===== config.mk =====
export PLATFORM = sky130hd
export DESIGN_NAME = risc16ba_mmio
export DESIGN_NICKNAME = d
export VERILOG_FILES = /design/src/rtl/risc16ba_mmio_pkg.sv /design/src/rtl/risc16ba_timer.sv /design/src/rtl/risc16ba_mmio.sv
export SDC_FILE = /design/constraint.sdc
export NUM_CORES = 1
export LEC_CHECK = 0
export CAP_MARGIN = 0
export CORE_ASPECT_RATIO = 1.2
export CORE_UTILIZATION = 57
export DETAILED_ROUTE_END_ITERATION = 10
export GPL_TIMING_DRIVEN = 0
export MAX_ROUTING_LAYER = met4
export PLACE_DENSITY = 0.94
export SETUP_SLACK_MARGIN = 0.05
export SYNTH_ARGS = -nofsm -noshare
export SYNTH_HDL_FRONTEND = slang
export SYNTH_SLANG_ARGS = --single-unit

===== constraint.sdc =====
create_clock -name clk -period 4.3 [get_ports clk]
set_input_delay 0.43 -clock clk [delete_from_list [all_inputs] [get_ports clk]]
set_output_delay 0.43 -clock clk [all_outputs]
set_load 0.02 [all_outputs]

===== src/rtl/risc16ba_mmio_pkg.sv =====
// Shared constants and types for the risc16ba I/O window.
// Offsets are byte offsets inside the 16-byte window.
package risc16ba_mmio_pkg;

  localparam logic [3:0] OFF_LED        = 4'h0;
  localparam logic [3:0] OFF_LED2       = 4'h2;
  localparam logic [3:0] OFF_CYC_LO     = 4'h4;
  localparam logic [3:0] OFF_CYC_HI     = 4'h6;
  localparam logic [3:0] OFF_TMR_RELOAD = 4'h8;
  localparam logic [3:0] OFF_TMR_CTRL   = 4'hA;
  localparam logic [3:0] OFF_TMR_COUNT  = 4'hC;

  localparam int CTRL_EN   = 0;
  localparam int CTRL_AUTO = 1;
  localparam int CTRL_IE   = 2;
  localparam int CTRL_EXP  = 8;

  typedef enum logic {
    IDLE = 1'b0,
    RUN  = 1'b1
  } tmr_state_e;

endpackage


===== src/rtl/risc16ba_timer.sv =====
// Countdown timer: reload/ctrl registers, prescaler,
// count, run state and sticky expiry flag.
module risc16ba_timer
  import risc16ba_mmio_pkg::*;
#(
  parameter int unsigned PRESCALE = 25
) (
  input  logic        clk,
  input  logic        rst,
  input  logic        reload_we0_i,
  input  logic        reload_we1_i,
  input  logic        ctrl_we0_i,
  input  logic        ctrl_we1_i,
  input  logic [15:0] wdata_i,
  output logic [15:0] reload_o,
  output logic [15:0] ctrl_o,
  output logic [15:0] count_o,
  output logic        irq_o
);

  localparam logic [15:0] PS_MAX = 16'(PRESCALE - 1);

  tmr_state_e  state_q, state_d;
  logic [15:0] reload_q, reload_d;
  logic [15:0] count_q, count_d;
  logic [15:0] presc_q, presc_d;
  logic        en_q, en_d;
  logic        auto_q, auto_d;
  logic        ie_q, ie_d;
  logic        exp_q, exp_d;
  logic        tick;

  assign tick = (state_q == RUN) && (presc_q == PS_MAX);

  always_comb begin
    state_d  = state_q;
    reload_d = reload_q;
    count_d  = count_q;
    presc_d  = presc_q;
    en_d     = en_q;
    auto_d   = auto_q;
    ie_d     = ie_q;
    exp_d    = exp_q;

    if (reload_we0_i) reload_d[15:8] = wdata_i[15:8];
    if (reload_we1_i) reload_d[7:0]  = wdata_i[7:0];

    if (ctrl_we1_i) begin
      en_d   = wdata_i[CTRL_EN];
      auto_d = wdata_i[CTRL_AUTO];
      ie_d   = wdata_i[CTRL_IE];
    end
    if (ctrl_we0_i && wdata_i[CTRL_EXP]) exp_d = 1'b0;

    unique case (state_q)
      IDLE: begin
        if (ctrl_we1_i && wdata_i[CTRL_EN]) begin
          state_d = RUN;
          count_d = reload_d;
          presc_d = '0;
        end
      end
      RUN: begin
        if (ctrl_we1_i && !wdata_i[CTRL_EN]) begin
          state_d = IDLE;
        end else begin
          presc_d = tick ? '0 : presc_q + 16'd1;
          if (tick) begin
            if (count_q != '0) begin
              count_d = count_q - 16'd1;
            end else begin
              // expiry set overrides a same-cycle clear
              exp_d = 1'b1;
              if (auto_q) begin
                count_d = reload_d;
              end else begin
                en_d    = 1'b0;
                state_d = IDLE;
              end
            end
          end
        end
      end
      default: state_d = IDLE;
    endcase
  end

  always_ff @(posedge clk or negedge rst) begin
    if (!rst) begin
      state_q  <= IDLE;
      reload_q <= '0;
      count_q  <= '0;
      presc_q  <= '0;
      en_q     <= 1'b0;
      auto_q   <= 1'b0;
      ie_q     <= 1'b0;
      exp_q    <= 1'b0;
    end else begin
      state_q  <= state_d;
      reload_q <= reload_d;
      count_q  <= count_d;
      presc_q  <= presc_d;
      en_q     <= en_d;
      auto_q   <= auto_d;
      ie_q     <= ie_d;
      exp_q    <= exp_d;
    end
  end

  always_comb begin
    ctrl_o            = '0;
    ctrl_o[CTRL_EN]   = en_q;
    ctrl_o[CTRL_AUTO] = auto_q;
    ctrl_o[CTRL_IE]   = ie_q;
    ctrl_o[CTRL_EXP]  = exp_q;
  end

  assign reload_o = reload_q;
  assign count_o  = count_q;
  assign irq_o    = exp_q & ie_q;

endmodule


===== src/rtl/risc16ba_mmio.sv =====
// Data-bus decoder for the risc16ba core: I/O window with LEDs,
// cycle counter and timer; everything else passes to memory.
module risc16ba_mmio
  import risc16ba_mmio_pkg::*;
#(
  parameter int unsigned PRESCALE = 25,
  parameter logic [15:0] IO_BASE  = 16'h0200
) (
  input  logic        clk,
  input  logic        rst,
  input  logic [15:0] daddr,
  input  logic [15:0] ddout,
  input  logic        doe,
  input  logic        dwe0,
  input  logic        dwe1,
  output logic [15:0] ddin,
  output logic [15:0] mem_addr,
  output logic [15:0] mem_wdata,
  output logic        mem_oe,
  output logic        mem_we0,
  output logic        mem_we1,
  input  logic [15:0] mem_rdata,
  output logic [23:0] led,
  output logic        irq
);

  logic        io_hit;
  logic [3:0]  off;
  logic        unused_addr0;
  logic        io_we0, io_we1, io_rd;
  logic [23:0] led_q, led_d;
  logic [31:0] cyc_q, cyc_d;
  logic [15:0] cyc_hi_q, cyc_hi_d;
  logic [15:0] rd_data;
  logic [15:0] tmr_reload, tmr_ctrl, tmr_count;

  assign io_hit       = (daddr[15:4] == IO_BASE[15:4]);
  assign off          = {daddr[3:1], 1'b0};
  assign unused_addr0 = daddr[0];

  assign io_we0 = io_hit & dwe0;
  assign io_we1 = io_hit & dwe1;
  assign io_rd  = io_hit & doe;

  assign mem_addr  = daddr;
  assign mem_wdata = ddout;
  assign mem_oe    = doe  & ~io_hit;
  assign mem_we0   = dwe0 & ~io_hit;
  assign mem_we1   = dwe1 & ~io_hit;

  always_comb begin
    led_d    = led_q;
    cyc_d    = cyc_q + 32'd1;
    cyc_hi_d = cyc_hi_q;
    if (io_we0 && off == OFF_LED)  led_d[15:8]  = ddout[15:8];
    if (io_we1 && off == OFF_LED)  led_d[7:0]   = ddout[7:0];
    if (io_we1 && off == OFF_LED2) led_d[23:16] = ddout[7:0];
    // high half frozen by the low-half read for a coherent pair
    if (io_rd && off == OFF_CYC_LO) cyc_hi_d = cyc_q[31:16];
  end

  always_ff @(posedge clk or negedge rst) begin
    if (!rst) begin
      led_q    <= '0;
      cyc_q    <= '0;
      cyc_hi_q <= '0;
    end else begin
      led_q    <= led_d;
      cyc_q    <= cyc_d;
      cyc_hi_q <= cyc_hi_d;
    end
  end

  risc16ba_timer #(
    .PRESCALE(PRESCALE)
  ) u_timer (
    .clk         (clk),
    .rst         (rst),
    .reload_we0_i(io_we0 && off == OFF_TMR_RELOAD),
    .reload_we1_i(io_we1 && off == OFF_TMR_RELOAD),
    .ctrl_we0_i  (io_we0 && off == OFF_TMR_CTRL),
    .ctrl_we1_i  (io_we1 && off == OFF_TMR_CTRL),
    .wdata_i     (ddout),
    .reload_o    (tmr_reload),
    .ctrl_o      (tmr_ctrl),
    .count_o     (tmr_count),
    .irq_o       (irq)
  );

  always_comb begin
    rd_data = '0;
    if (io_rd) begin
      unique case (1'b1)
        (off == OFF_LED):        rd_data = led_q[15:0];
        (off == OFF_LED2):       rd_data = {8'h00, led_q[23:16]};
        (off == OFF_CYC_LO):     rd_data = cyc_q[15:0];
        (off == OFF_CYC_HI):     rd_data = cyc_hi_q;
        (off == OFF_TMR_RELOAD): rd_data = tmr_reload;
        (off == OFF_TMR_CTRL):   rd_data = tmr_ctrl;
        (off == OFF_TMR_COUNT):  rd_data = tmr_count;
        default:                 rd_data = '0;
      endcase
    end
  end

  assign ddin = io_hit ? rd_data : mem_rdata;
  assign led  = led_q;

endmodule

Yosys cells after proc, flatten, opt, wreduce, memory -nomap -nowiden:

Index checks and enable logic that the tools add are counted.

* add/subtract/negate cells: 3
* eq/ne operators: 12
* multiplexer cells: 32
* bitwise gates (word level): 9
* reductions and logical operators: 17

Operator list (number)
* 2-to-1 mux 16 bit: 10
* case mux 16 bit (7 select lines): 1
* case mux 16 bit (2 select lines): 2
* adder 32 x 1 -> 32 bit (second input constant): 1
* adder 16 x 1 -> 16 bit (second input constant): 1
* equality test 16 x 5 -> 1 bit (second input constant): 1
* 2-to-1 mux 1 bit: 16
* 2-to-1 mux 8 bit: 2
* nonzero test 16 bit: 1
* subtractor 16 x 1 -> 16 bit (second input constant): 1
* equality test 12 x 6 -> 1 bit (second input constant): 1
* logical AND 1 bit: 12
* equality test 3 bit (second input constant): 3
* AND 1 bit: 7
* equality test 3 x 2 -> 1 bit (second input constant): 2
* zero test 4 bit: 1
* inequality test 2 bit (second input constant): 2
* AND reduction 4 bit: 1
* equality test 3 x 1 -> 1 bit (second input constant): 1
* inequality test 3 bit (second input constant): 1
* inequality test 2 x 1 -> 1 bit (second input constant): 1
* NOT 1 bit: 2
* case mux 1 bit (2 select lines): 1
* AND reduction 2 bit: 1
* zero test 1 bit: 1

* bits in registers: 125
* input bits: 53
* logic and storage cells: 86

Longest topological paths before layout:

Gate-level depths: netlist of the first run.

* word-level depth: 9
* gate-level depth with buffers: 8
* depth with buffers taken out: 7

Modules after synthesis:

A second synthesis of the first run with hierarchy kept.

* cell total of the unflattened synthesis: 682
* area, all modules: 7151.9 um2

By module, submodules not included
* risc16ba_mmio: times used 1, cells an instance 385, area each 4210.3 um2, seq. area each 1801.7 um2
* risc16ba_timer: times used 1, cells an instance 297, area each 2941.6 um2, seq. area each 1326.3 um2

Least setup slack after synthesis of the first run:

Ideal clock, no wire load.

* kind: input to output
* start point: in daddr[1]
* end point: out ddin[14]
* arrival time: 1.957 ns
* data required time: 3.870 ns
* path slack: 1.913 ns
* cell stages on the path: 6
* path buffers: 2
* cells stage by stage: clkbuf_1 > buf_1 > mux2_2 > a22oi_1 > o22ai_1 > a22o_1

* longest elaborated chain between the ends: 4
* elaborated cells between the ends (all ways): 10
* classes of those cells: eq/ne: 6; mux: 3; reduce/logical: 1

Ends and longest elaborated chain
* start, declared: RTL line risc16ba_mmio.sv:11 `input logic [15:0] daddr,`
* equality test 3 bit (tied with other cells): RTL line risc16ba_mmio.sv:100 `(off == OFF_TMR_COUNT): rd_data = tmr_count;`
* case mux 16 bit (7 select lines) *: RTL line risc16ba_mmio.sv:93 `unique case (1'b1)`
* 2-to-1 mux 16 bit *: RTL line risc16ba_mmio.sv:92 `if (io_rd) begin`
* 2-to-1 mux 16 bit *: RTL line risc16ba_mmio.sv:106 `assign ddin = io_hit ? rd_data : mem_rdata;`
* end, declared: RTL line risc16ba_mmio.sv:16 `output logic [15:0] ddin,`

Mark *: on every way between the ends. The rest lies on a longest branch, timed or not.

Worst setup path after layout of the first run:

* start point: in daddr[11]
* end point: out ddin[1]

* longest elaborated chain between the ends: 4

Ends and longest elaborated chain
* equality test 12 x 6 -> 1 bit *: RTL line risc16ba_mmio.sv:37 `assign io_hit = (daddr[15:4] == IO_BASE[15:4]);`
* AND 1 bit: RTL line risc16ba_mmio.sv:43 `assign io_rd = io_hit & doe;`
* 2-to-1 mux 16 bit: RTL line risc16ba_mmio.sv:92
* 2-to-1 mux 16 bit *: RTL line risc16ba_mmio.sv:106

Marked as above.

==> impl_metrics.json, run 1 <==
{
  "critPathKind": "in -> out",
  "avgSynthCellArea_um2": 10.6,
  "firstDrtPassIters": 5,
  "drc": 0,
  "holdPathStages": 1,
  "htreeDepth": 4,
  "outcome": "completed",
  "hold_class": "reg -> reg",
  "critPathMostFrequentCell": "clkdlybuf4s50_1",
  "drtAntennaViolNets": 0,
  "synthesis.area_mm2": 0.00710,
  "dieArea_mm2": 0.0129,
  "end_kind": "output pin",
  "cts_setup_buffers": 0,
  "cp_cell_sequence": "clkdlybuf4s50_1 -> nor4b_2 -> nand3_1 -> nor2_2 -> clkbuf_2 -> o21ai_0 -> nand2_1 -> clkdlybuf4s50_1",
  "async_flop_share": 1.00,
  "r2r-end": "u_timer.count_o[14]$_DFFE_PN0P_",
  "syn_nets": 729,
  "grt_pass1_vias": 6478,
  "max_stage_delay_ns": 0.62,
  "row_count": 44,
  "final_util": 0.760,
  "ys_seq_area_frac": 0.440,
  "drive_gt1_frac": 0.157,
  "worst-endpoint-required_ns": 3.87,
  "slew_violations": 0,
  "dieWidth_um": 104,
  "final_cells": 990,
  "syn_to_final_growth_pct": 29.6,
  "rr_worst_depth": 8,
  "crit_slowest_cell": "nor4b_2",
  "hold_end": "cyc_q[31]$_DFF_PN0_",
  "io_buffers": 124,
  "cts_tree": "yes",
  "overflow": 0,
  "clock_latency_ns": 0.43,
  "cp-start-kind": "primary input",
  "worstPathArrival_ns": 3.47,
  "viasPerCell": 6.32,
  "yosys.area.top_type": "dfrtp_1",
  "grt_max_degree": 78,
  "synth-edff-count": 0,
  "yosys_warnings": 0,
  "antenna_found_initial": 0,
  "synth_flop_cell": "dfrtp_1",
  "synth_top_area_frac": 0.440,
  "post-route-min-period_ns": 3.90,
  "cap_violations": 0,
  "worstHoldStart": "cyc_q[31]$_DFF_PN0_",
  "worstMarginPinSlew_ns": 0.980,
  "path_buf_inv": 3,
  "fin_crit_sh": 0.906,
  "place.gp.congestion": 0.940,
  "dp_hpwl_mm": 15.7,
  "peakVddDrop_uv": 432,
  "grt_setup_unrepaired": "false",
  "synth-seq-cells": 125,
  "drtIter0Drc": 671,
  "vias": 6253,
  "io_pins": 129,
  "clock_sinks": 125,
  "yosysUniqueCellTypes": 60,
  "r2r-start": "u_timer.count_o[0]$_DFFE_PN0P_",
  "fin_nets": 874,
  "cts_made_buffers": 17,
  "core_area_mm2": 0.0121,
  "cp.depth": 8,
  "placed_cells": 957,
  "critPathTopFamily": "buffers and inverters",
  "slew_headroom": 0.344,
  "p_leak_nw": 4.06,
  "antennaDiodeCount": 0,
  "r2r_setup_slack_ns": 1.80,
  "finalSetupViolCount": 0,
  "grt_pass1_wl_mm": 35.3,
  "max-clock-path-buffers": 2,
  "finalWirelength_mm": 22.0,
  "fmax_ghz": 0.257,
  "finClkSkew_ns": 0.00782,
  "clkSlewWorstSetupHoldPaths_ns": 0.06,
  "powerDensity_mw_per_mm2": 319,
  "syn_inst": 671,
  "initial_core_util": 0.586,
  "grt_usage": 0.366,
  "root_buffer": "clkbuf_16",
  "netlist_top_cells_area": "dfrtp_1 (44%), mux2_1 (6.5%), mux2_2 (4.8%), mux2i_1 (4.1%), buf_4 (3.5%)",
  "post_drt_wl_per_cell_um": 22.2,
  "cp_max_fo": 10,
  "finalHoldViolations": 0,
  "die_h_um": 124
}
-- cells in the mapped netlist, types with 2 or more instances --
cell type / n
mux4_2: 3
or3_1: 10
a22o_1: 18
nor4bb_1: 3
and3_1: 12
or4_1: 6
nand4_1: 13
buf_2: 7
o21ai_0: 10
mux2i_1: 29
o221ai_1: 3
a211oi_1: 12
nor2b_1: 6
mux2_2: 30
o22ai_1: 10
xnor2_1: 23
ha_1: 5
a2bb2oi_2: 7
a2bb2oi_1: 5
nor4b_2: 2
and4_1: 3
mux2_1: 41
buf_6: 2
clkbuf_1: 17
nor4_2: 3
nor2_1: 31
and2_1: 8
nor3_1: 8
a211oi_2: 2
a21oi_1: 21
nand3_1: 35
a22oi_1: 14
o21ai_1: 12
buf_4: 33
nand2b_1: 3
dfrtp_1: 125
buf_1: 6
nand2_1: 43
nor4_1: 5
inv_1: 17
nand3b_1: 2
xor2_1: 8
-- sequential cells by signal, indices dropped and copies added (netlist names) --
signal and cells:
u_timer.exp_q 1, cyc_q 32, u_timer.auto_q 1, u_timer.reload_o 16, u_timer.ie_q 1, cyc_hi_q 16
u_timer.state_q 1, led 24, u_timer.presc_q 16, u_timer.count_o 16, u_timer.en_q 1
-- worst reg2reg max path: cells and delay by family, from the launching register on --
family | cells | cell delay (ns)
AND/OR/NAND/NOR | 2 | 0.85
flip-flops | 1 | 0.49
buffers and inverters | 2 | 0.36
AO/OA/AOI/OAI | 3 | 0.49
adder cells (fa/ha/maj) | 1 | 0.20
-- kinds of logic after synthesis --
family,count (synthesis),synth area share
AOI/OAI and AO/OA,123,0.129
and+or+nand+nor,202,0.157
xor gates and xnor gates,31,0.0382
buffers and inverters,82,0.0641
muxes,103,0.163
adders and majority gates,5,0.00881
DFF,125,0.440
-- area by class of cell --
cell class	instances	area, um^2
well taps	161	201
clock buffers	17	425
clock inverters	15	176
flip-flops and latches	125	3130
plain buffers	65	393
multi-input cells	464	3540
fillers	756	2900
inverters	17	63.8
repair buffers	126	1280
-- worst max-delay path by stage --
| stage | from | to |
|---|---|---|
| 2_1_floorplan | daddr[1] | ddin[14] |
| 3_3_place_gp | rst | cyc_q[29]$_DFF_PN0_ |
| 3_5_place_dp | daddr[5] | ddin[1] |
| 4_1_cts | daddr[5] | ddin[1] |
| 5_1_grt | daddr[11] | ddin[1] |
| 6_report | daddr[11] | ddin[1] |
-- where the power goes --
part / leakage, nW / internal (mW) / switching, mW
sequential: 1.68 / 1.18 / 0.00523
clock: 0.290 / 0.873 / 0.604
combinational: 2.09 / 0.132 / 0.144
-- cell usage in the layout (no fill, tap or decap), drive strengths merged, types with 14 or more instances in the layout --
master and count:
a22o 18, dfrtp 125, mux2i 29, xnor2 23, mux2 71, nor2 32
nand2 43, inv 25, clkbuf 34, o21ai 23, a21oi 21, clkdlybuf4s50 123
a211oi 14, a22oi 14, nand3 35, buf 50, nand4 14
-- layer usage --
layer  share of wire  GRT usage
met5               0          -
met4           0.037      0.176
met3           0.069     0.0790
met2            0.52      0.610
met1            0.37      0.420
-- through the flow --
step	hold WS (ns)	power (mW)	area, um^2	setup WS [ns]	TNS [ns]
2_1_floorplan	0.134	1.32	7100	1.91	0
3_3_place_gp	0.453	1.47	8550	-1.85	-230.02
3_5_place_dp	0.400	1.47	8570	-0.0192	-0.0192
4_1_cts	0.468	2.93	9190	0.102	0
5_1_grt	0.473	3.01	9210	0.236	0
6_report	0.471	2.94	9210	0.402	0
-- timing repair --
| action | CTS | global route |
|---|---|---|
| endpoints found under the setup margin | 2 | 2 |
| hold endpoints to repair | 48 | 0 |
| hold buffers | 1 | 0 |
| resized for setup | 1 | 4 |
No activity file was read; power rests on OpenSTA's default activity.
==> run 2: changes to the inputs <==
Settings changed: SLEW_MARGIN set to 25.
==> impl_metrics.json, run 2 (synthesis results as in run 1) <==
{
  "outcome": "completed",
  "firstDrtPassIters": 6,
  "die_h_um": 124,
  "grt_max_degree": 78,
  "finClkSkew_ns": 0.0182,
  "grt_usage": 0.363,
  "peakVddDrop_uv": 299,
  "cp_max_fo": 10,
  "io_pins": 129,
  "grt_setup_unrepaired": "false",
  "worstMarginPinSlew_ns": 0.982,
  "wl_met3_mm": 1.68,
  "fin_nets": 874,
  "max-clock-path-buffers": 2,
  "fmax_ghz": 0.251,
  "finalHoldViolations": 0,
  "core_area_mm2": 0.0121,
  "dp_hpwl_mm": 15.7,
  "slew_violations": 0,
  "worst-endpoint-required_ns": 3.87,
  "overflow": 0,
  "worstPathArrival_ns": 3.55,
  "io_buffers": 124,
  "path_buf_inv": 3,
  "wl_met1_mm": 8.00,
  "hold_class": "reg -> reg",
  "layout_common_cells": "dfrtp_1 (125), clkdlybuf4s50_1 (123), nand2_1 (43)",
  "clkSlewWorstSetupHoldPaths_ns": 0.06,
  "place_area_mm2": 0.00858,
  "drc": 0,
  "post-route-min-period_ns": 3.98,
  "critPathKind": "in -> out",
  "cp_cell_sequence": "clkdlybuf4s50_1 -> nor4b_2 -> nand3_1 -> nor2_2 -> clkbuf_2 -> o21ai_0 -> nand2_1 -> clkdlybuf4s50_1",
  "powerDensity_mw_per_mm2": 323,
  "cp-start-kind": "primary input",
  "viasPerCell": 6.44,
  "grt_pass1_wl_mm": 35.1,
  "cts_tree": "yes",
  "dieWidth_um": 104,
  "drive_gt1_frac": 0.157,
  "drtAntennaViolNets": 0,
  "root_buffer": "clkbuf_16",
  "vias": 6373,
  "crit_slowest_cell": "nor4b_2",
  "final_cell_area_mm2": 0.00923,
  "nFillCells": 749,
  "fin_crit_sh": 0.925,
  "clock_latency_ns": 0.43,
  "initial_core_util": 0.586,
  "row_count": 44,
  "post_drt_wl_per_cell_um": 22.6,
  "cap_violations": 0,
  "end_kind": "output pin",
  "cts_made_buffers": 17,
  "place.gp.congestion": 0.940,
  "antenna_found_initial": 0,
  "largest-register": "cyc_q",
  "dieArea_mm2": 0.0129,
  "htreeDepth": 4,
  "antennaDiodeCount": 0,
  "grt_pass1_vias": 6462,
  "largest_reg_flops": 32,
  "finalWirelength_mm": 22.3,
  "syn_to_final_growth_pct": 30.0,
  "finalSetupViolCount": 0,
  "top_layer": "met4",
  "mostFrequentLayoutCell": "dfrtp_1",
  "slew_headroom": 0.343,
  "clock_sinks": 125,
  "critPathMostFrequentCell": "clkdlybuf4s50_1",
  "critPathTopFamily": "buffers and inverters",
  "max_stage_delay_ns": 0.69,
  "holdWs_ns": 0.468,
  "p_leak_nw": 4.07,
  "wl_met2_mm": 11.6,
  "drtIter0Drc": 592
}
==> run 2: path summary, 6_finish.rpt <==
check | start | to | cells past startpoint | slack (ns)
setup / recovery | daddr[11] | ddin[1] | 8 | 0.32
hold / removal | cyc_q[31]$_DFF_PN0_ | cyc_q[31]$_DFF_PN0_ | 1 | 0.47
setup reg to reg | u_timer.count_o[3]$_DFFE_PN0P_ | u_timer.count_o[12]$_DFFE_PN0P_ | 7 | 1.75
hold reg to reg | cyc_q[31]$_DFF_PN0_ | cyc_q[31]$_DFF_PN0_ | 1 | 0.47
max in group asynchronous | rst | u_timer.count_o[4]$_DFFE_PN0P_ | 3 | 3.10
min in group asynchronous | rst | u_timer.presc_q[2]$_DFFE_PN0P_ | 2 | 0.51
==> run 2: final cells by class <==
class / instances / area (um^2) / area share
Buffer: 65 / 393 / 0.0425
Clock buffer: 17 / 425 / 0.0461
Clock inverter: 15 / 199 / 0.0215
Inverter: 17 / 63.8 / 0.00691
Multi-Input combinational cell: 464 / 3540 / 0.383
Sequential cell: 125 / 3130 / 0.339
Tap cell: 161 / 201 / 0.0218
Timing Repair Buffer: 126 / 1280 / 0.139
==> run 2: layer usage <==
metal,GRT usage,up-vias
met2,0.621,389
met1,0.411,3144
met4,0.162,0
li1,-,2742
met3,0.0717,98
met5,-,-
==> run 2: repair_timing <==
action	in CTS	in global routing
setup buffers	0	0
setup endpoints to repair	2	2
gates resized for setup	1	4
hold buffers	1	0
endpoints found under the hold margin	48	0
==> run 2: power by group <==
group / total, mW / leakage (nW) / switching, mW / internal (mW)
Sequential: 1.19 / 1.68 / 0.00517 / 1.18
Clock: 1.53 / 0.304 / 0.593 / 0.933
Combinational: 0.275 / 2.09 / 0.143 / 0.132
Total: 2.99 / 4.07 / 0.741 / 2.25
==> run 2: stage by stage <==
step	util	setup TNS, ns	power [mW]	setup WS, ns	cells
global placement	0.706	-230.02	1.47	-1.85	956
detailed placement	0.708	-0.0000306	1.47	-0.0000306	957
global route	0.762	0	3.06	0.217	990
CTS	0.761	0	2.99	0.165	990
finish	0.762	0	2.99	0.323	990
floorplan	-	0	1.32	1.91	671
==> run 3: changes to the inputs <==
Settings changed: SYNTH_HIERARCHICAL set to 1.
==> impl_metrics.json, run 3 <==
{
  "synthAdderAreaFrac": 0.00875,
  "worst-endpoint-required_ns": 3.87,
  "drtAntennaViolNets": 0,
  "synth_most_common_cell": "dfrtp_1",
  "firstDrtPassIters": 6,
  "vias": 6396,
  "dp_hpwl_mm": 14.9,
  "synth-edff-count": 0,
  "cts_setup_buffers": 0,
  "grt_max_degree": 98,
  "clock_latency_ns": 0.42,
  "antennaDiodeCount": 0,
  "synth_xor_xnor_area_share": 0.0490,
  "synth-simple-area-share": 0.159,
  "io_pins": 129,
  "synth_flop_cell": "dfrtp_1",
  "dieArea_mm2": 0.0130,
  "cp_cell_sequence": "clkdlybuf4s50_1 -> buf_1 -> buf_1 -> nand2b_1 -> o22ai_1 -> a21oi_1 -> o21ai_0 -> clkdlybuf4s50_1",
  "overflow": 0,
  "synthesis.area_mm2": 0.00715,
  "row_count": 44,
  "p_leak_nw": 4.09,
  "finalHoldViolations": 0,
  "synthTopCellsByCount": "dfrtp_1 (125), mux2_2 (78), buf_4 (51), nand2_1 (49), nand3_1 (32)",
  "cp-start-kind": "primary input",
  "finalSetupViolCount": 0,
  "hold_class": "in -> async",
  "final_cell_area_mm2": 0.00933,
  "drive_gt1_frac": 0.214,
  "finalWirelength_mm": 21.4,
  "syn_to_final_growth_pct": 30.4,
  "netlist_top_cells_area": "dfrtp_1 (44%), mux2_2 (12%), buf_4 (5.4%), xnor2_1 (3.3%), nand2_1 (2.6%)",
  "grt_setup_unrepaired": "false",
  "r2r_setup_slack_ns": 1.53,
  "synth_top_area_frac": 0.437,
  "peakVddDrop_uv": 307,
  "end_kind": "output pin",
  "r2r-end": "u_timer/count_o[1]$_DFFE_PN0P_",
  "post_drt_wl_per_cell_um": 21.1,
  "async_flop_share": 1.00,
  "clock_sinks": 125,
  "slew_violations": 0,
  "powerDensity_mw_per_mm2": 313,
  "initial_core_util": 0.588,
  "outcome": "completed",
  "synth-seq-cells": 125,
  "mostFrequentLayoutCell": "clkdlybuf4s50_1",
  "place_area_mm2": 0.00870,
  "worstPathArrival_ns": 3.59,
  "critPathTopFamily": "buffers and inverters",
  "fin_crit_sh": 0.934,
  "grt_pass1_vias": 6437,
  "syn_inst": 682,
  "finClkSkew_ns": 0.00873,
  "cap_violations": 0,
  "final_cells": 1015,
  "cp_max_fo": 10,
  "post-route-min-period_ns": 4.02,
  "max-clock-path-buffers": 2,
  "drc": 0,
  "yosysUniqueCellTypes": 62,
  "grt_pass1_wl_mm": 33.9,
  "drtIter0Drc": 644,
  "htreeDepth": 4,
  "worstMarginPinSlew_ns": 1.05,
  "root_buffer": "clkbuf_16",
  "r2r-start": "u_timer/presc_q[0]$_DFFE_PN0P_",
  "max_stage_delay_ns": 0.63,
  "crit_slowest_cell": "buf_1",
  "final_util": 0.767,
  "yosys.area.top_type": "dfrtp_1",
  "cts_tree": "yes",
  "core_area_mm2": 0.0122,
  "critPathKind": "in -> out",
  "avgSynthCellArea_um2": 10.5,
  "startpoint": "daddr[2]",
  "path_buf_inv": 4,
  "synth_top_family_by_area": "simple AND/OR/NAND/NOR gates",
  "fin_nets": 899,
  "place.gp.congestion": 0.984,
  "yosys-mux-area-fraction": 0.140,
  "largest_reg_flops": 32,
  "placed_cells": 982,
  "dieWidth_um": 104,
  "grt_usage": 0.351,
  "layout_common_cells": "clkdlybuf4s50_1 (126), dfrtp_1 (125), mux2_2 (78)",
  "die_h_um": 125,
  "fmax_ghz": 0.249,
  "slew_headroom": 0.296,
  "yosys_warnings": 6,
  "viasPerCell": 6.30,
  "clkSlewWorstSetupHoldPaths_ns": 0.06,
  "ys_seq_area_frac": 0.437,
  "cts_made_buffers": 17,
  "rr_worst_depth": 8,
  "synth_compound_area_frac": 0.127,
  "antenna_found_initial": 0,
  "largest-register": "cyc_q",
  "io_buffers": 127
}
run 3: how the worst max path moves through the flow:
stage                                            endpoint  cells past startpoint
final                                             ddin[3]                      8
after CTS                 u_timer/presc_q[11]$_DFFE_PN0P_                     11
after floorplan            u_timer/presc_q[9]$_DFFE_PN0P_                     10
after detailed placement   u_timer/presc_q[9]$_DFFE_PN0P_                     11
after global placement                 led[0]$_DFFE_PN0P_                      1
after global routing      u_timer/presc_q[12]$_DFFE_PN0P_                     10
run 3: repair_timing:
item                                    4_1_cts  5_1_grt
hold buffers                                  1        0
endpoints found under the setup margin        0        3
gates resized for setup                       0        1
endpoints found under the hold margin        28        0
run 3: logic make-up (layout without fill, tap and decap cells):
kind of cell / after synthesis / after routing
AOI/OAI and AO/OA: 126 / 126
xor gates and xnor gates: 40 / 40
adders and majority gates: 5 / 5
buffers and inverters: 93 / 254
DFF: 125 / 125
muxes: 89 / 89
other: 1 / 12
and+or+nand+nor: 203 / 203
run 3: per-layer routing:
layer | wire length (um) | up-vias | GRT usage
li1 | - | 2807 | -
met1 | 7790 | 3113 | 0.389
met2 | 10600 | 364 | 0.560
met3 | 1560 | 112 | 0.0790
met4 | 1460 | 0 | 0.248
met5 | 0 | - | -
run 3: worst register-to-register path, stage by stage, from the launching register on:
cell and delay [ns]:
dfrtp_1 0.40, inv_1 0.13, ha_1 0.16, or4b_1 0.46, nor4_2 0.47, o2bb2ai_2 0.29
and2_1 0.21, buf_4 0.20, mux2_2 0.35
run 3: metrics by stage:
stage / TNS, ns / setup slack [ns] / power [mW] / hold WS, ns
6_report: 0 / 0.285 / 2.92 / 0.446
2_1_floorplan: 0 / 1.08 / 1.32 / 0.134
5_1_grt: 0 / 0.117 / 3.00 / 0.473
3_5_place_dp: -0.348 / -0.142 / 1.47 / 0.294
4_1_cts: 0 / 0.209 / 2.93 / 0.442
3_3_place_gp: -234.35 / -1.89 / 1.46 / 0.476
run 3: final cells by class:
cell class,count,area [um^2]
clock inverter,13,165
sequential,125,3130
fill,736,2840
clock buffer,19,443
timing repair buffer,129,1310
inverter,12,45.0
multi-input combinational,475,3510
buffer,81,518
tap,161,201
run 3: power by group:
group | switching, mW | internal [mW]
clock network | 0.536 | 0.928
logic | 0.140 | 0.137
registers | 0.000924 | 1.18
total | 0.676 | 2.24
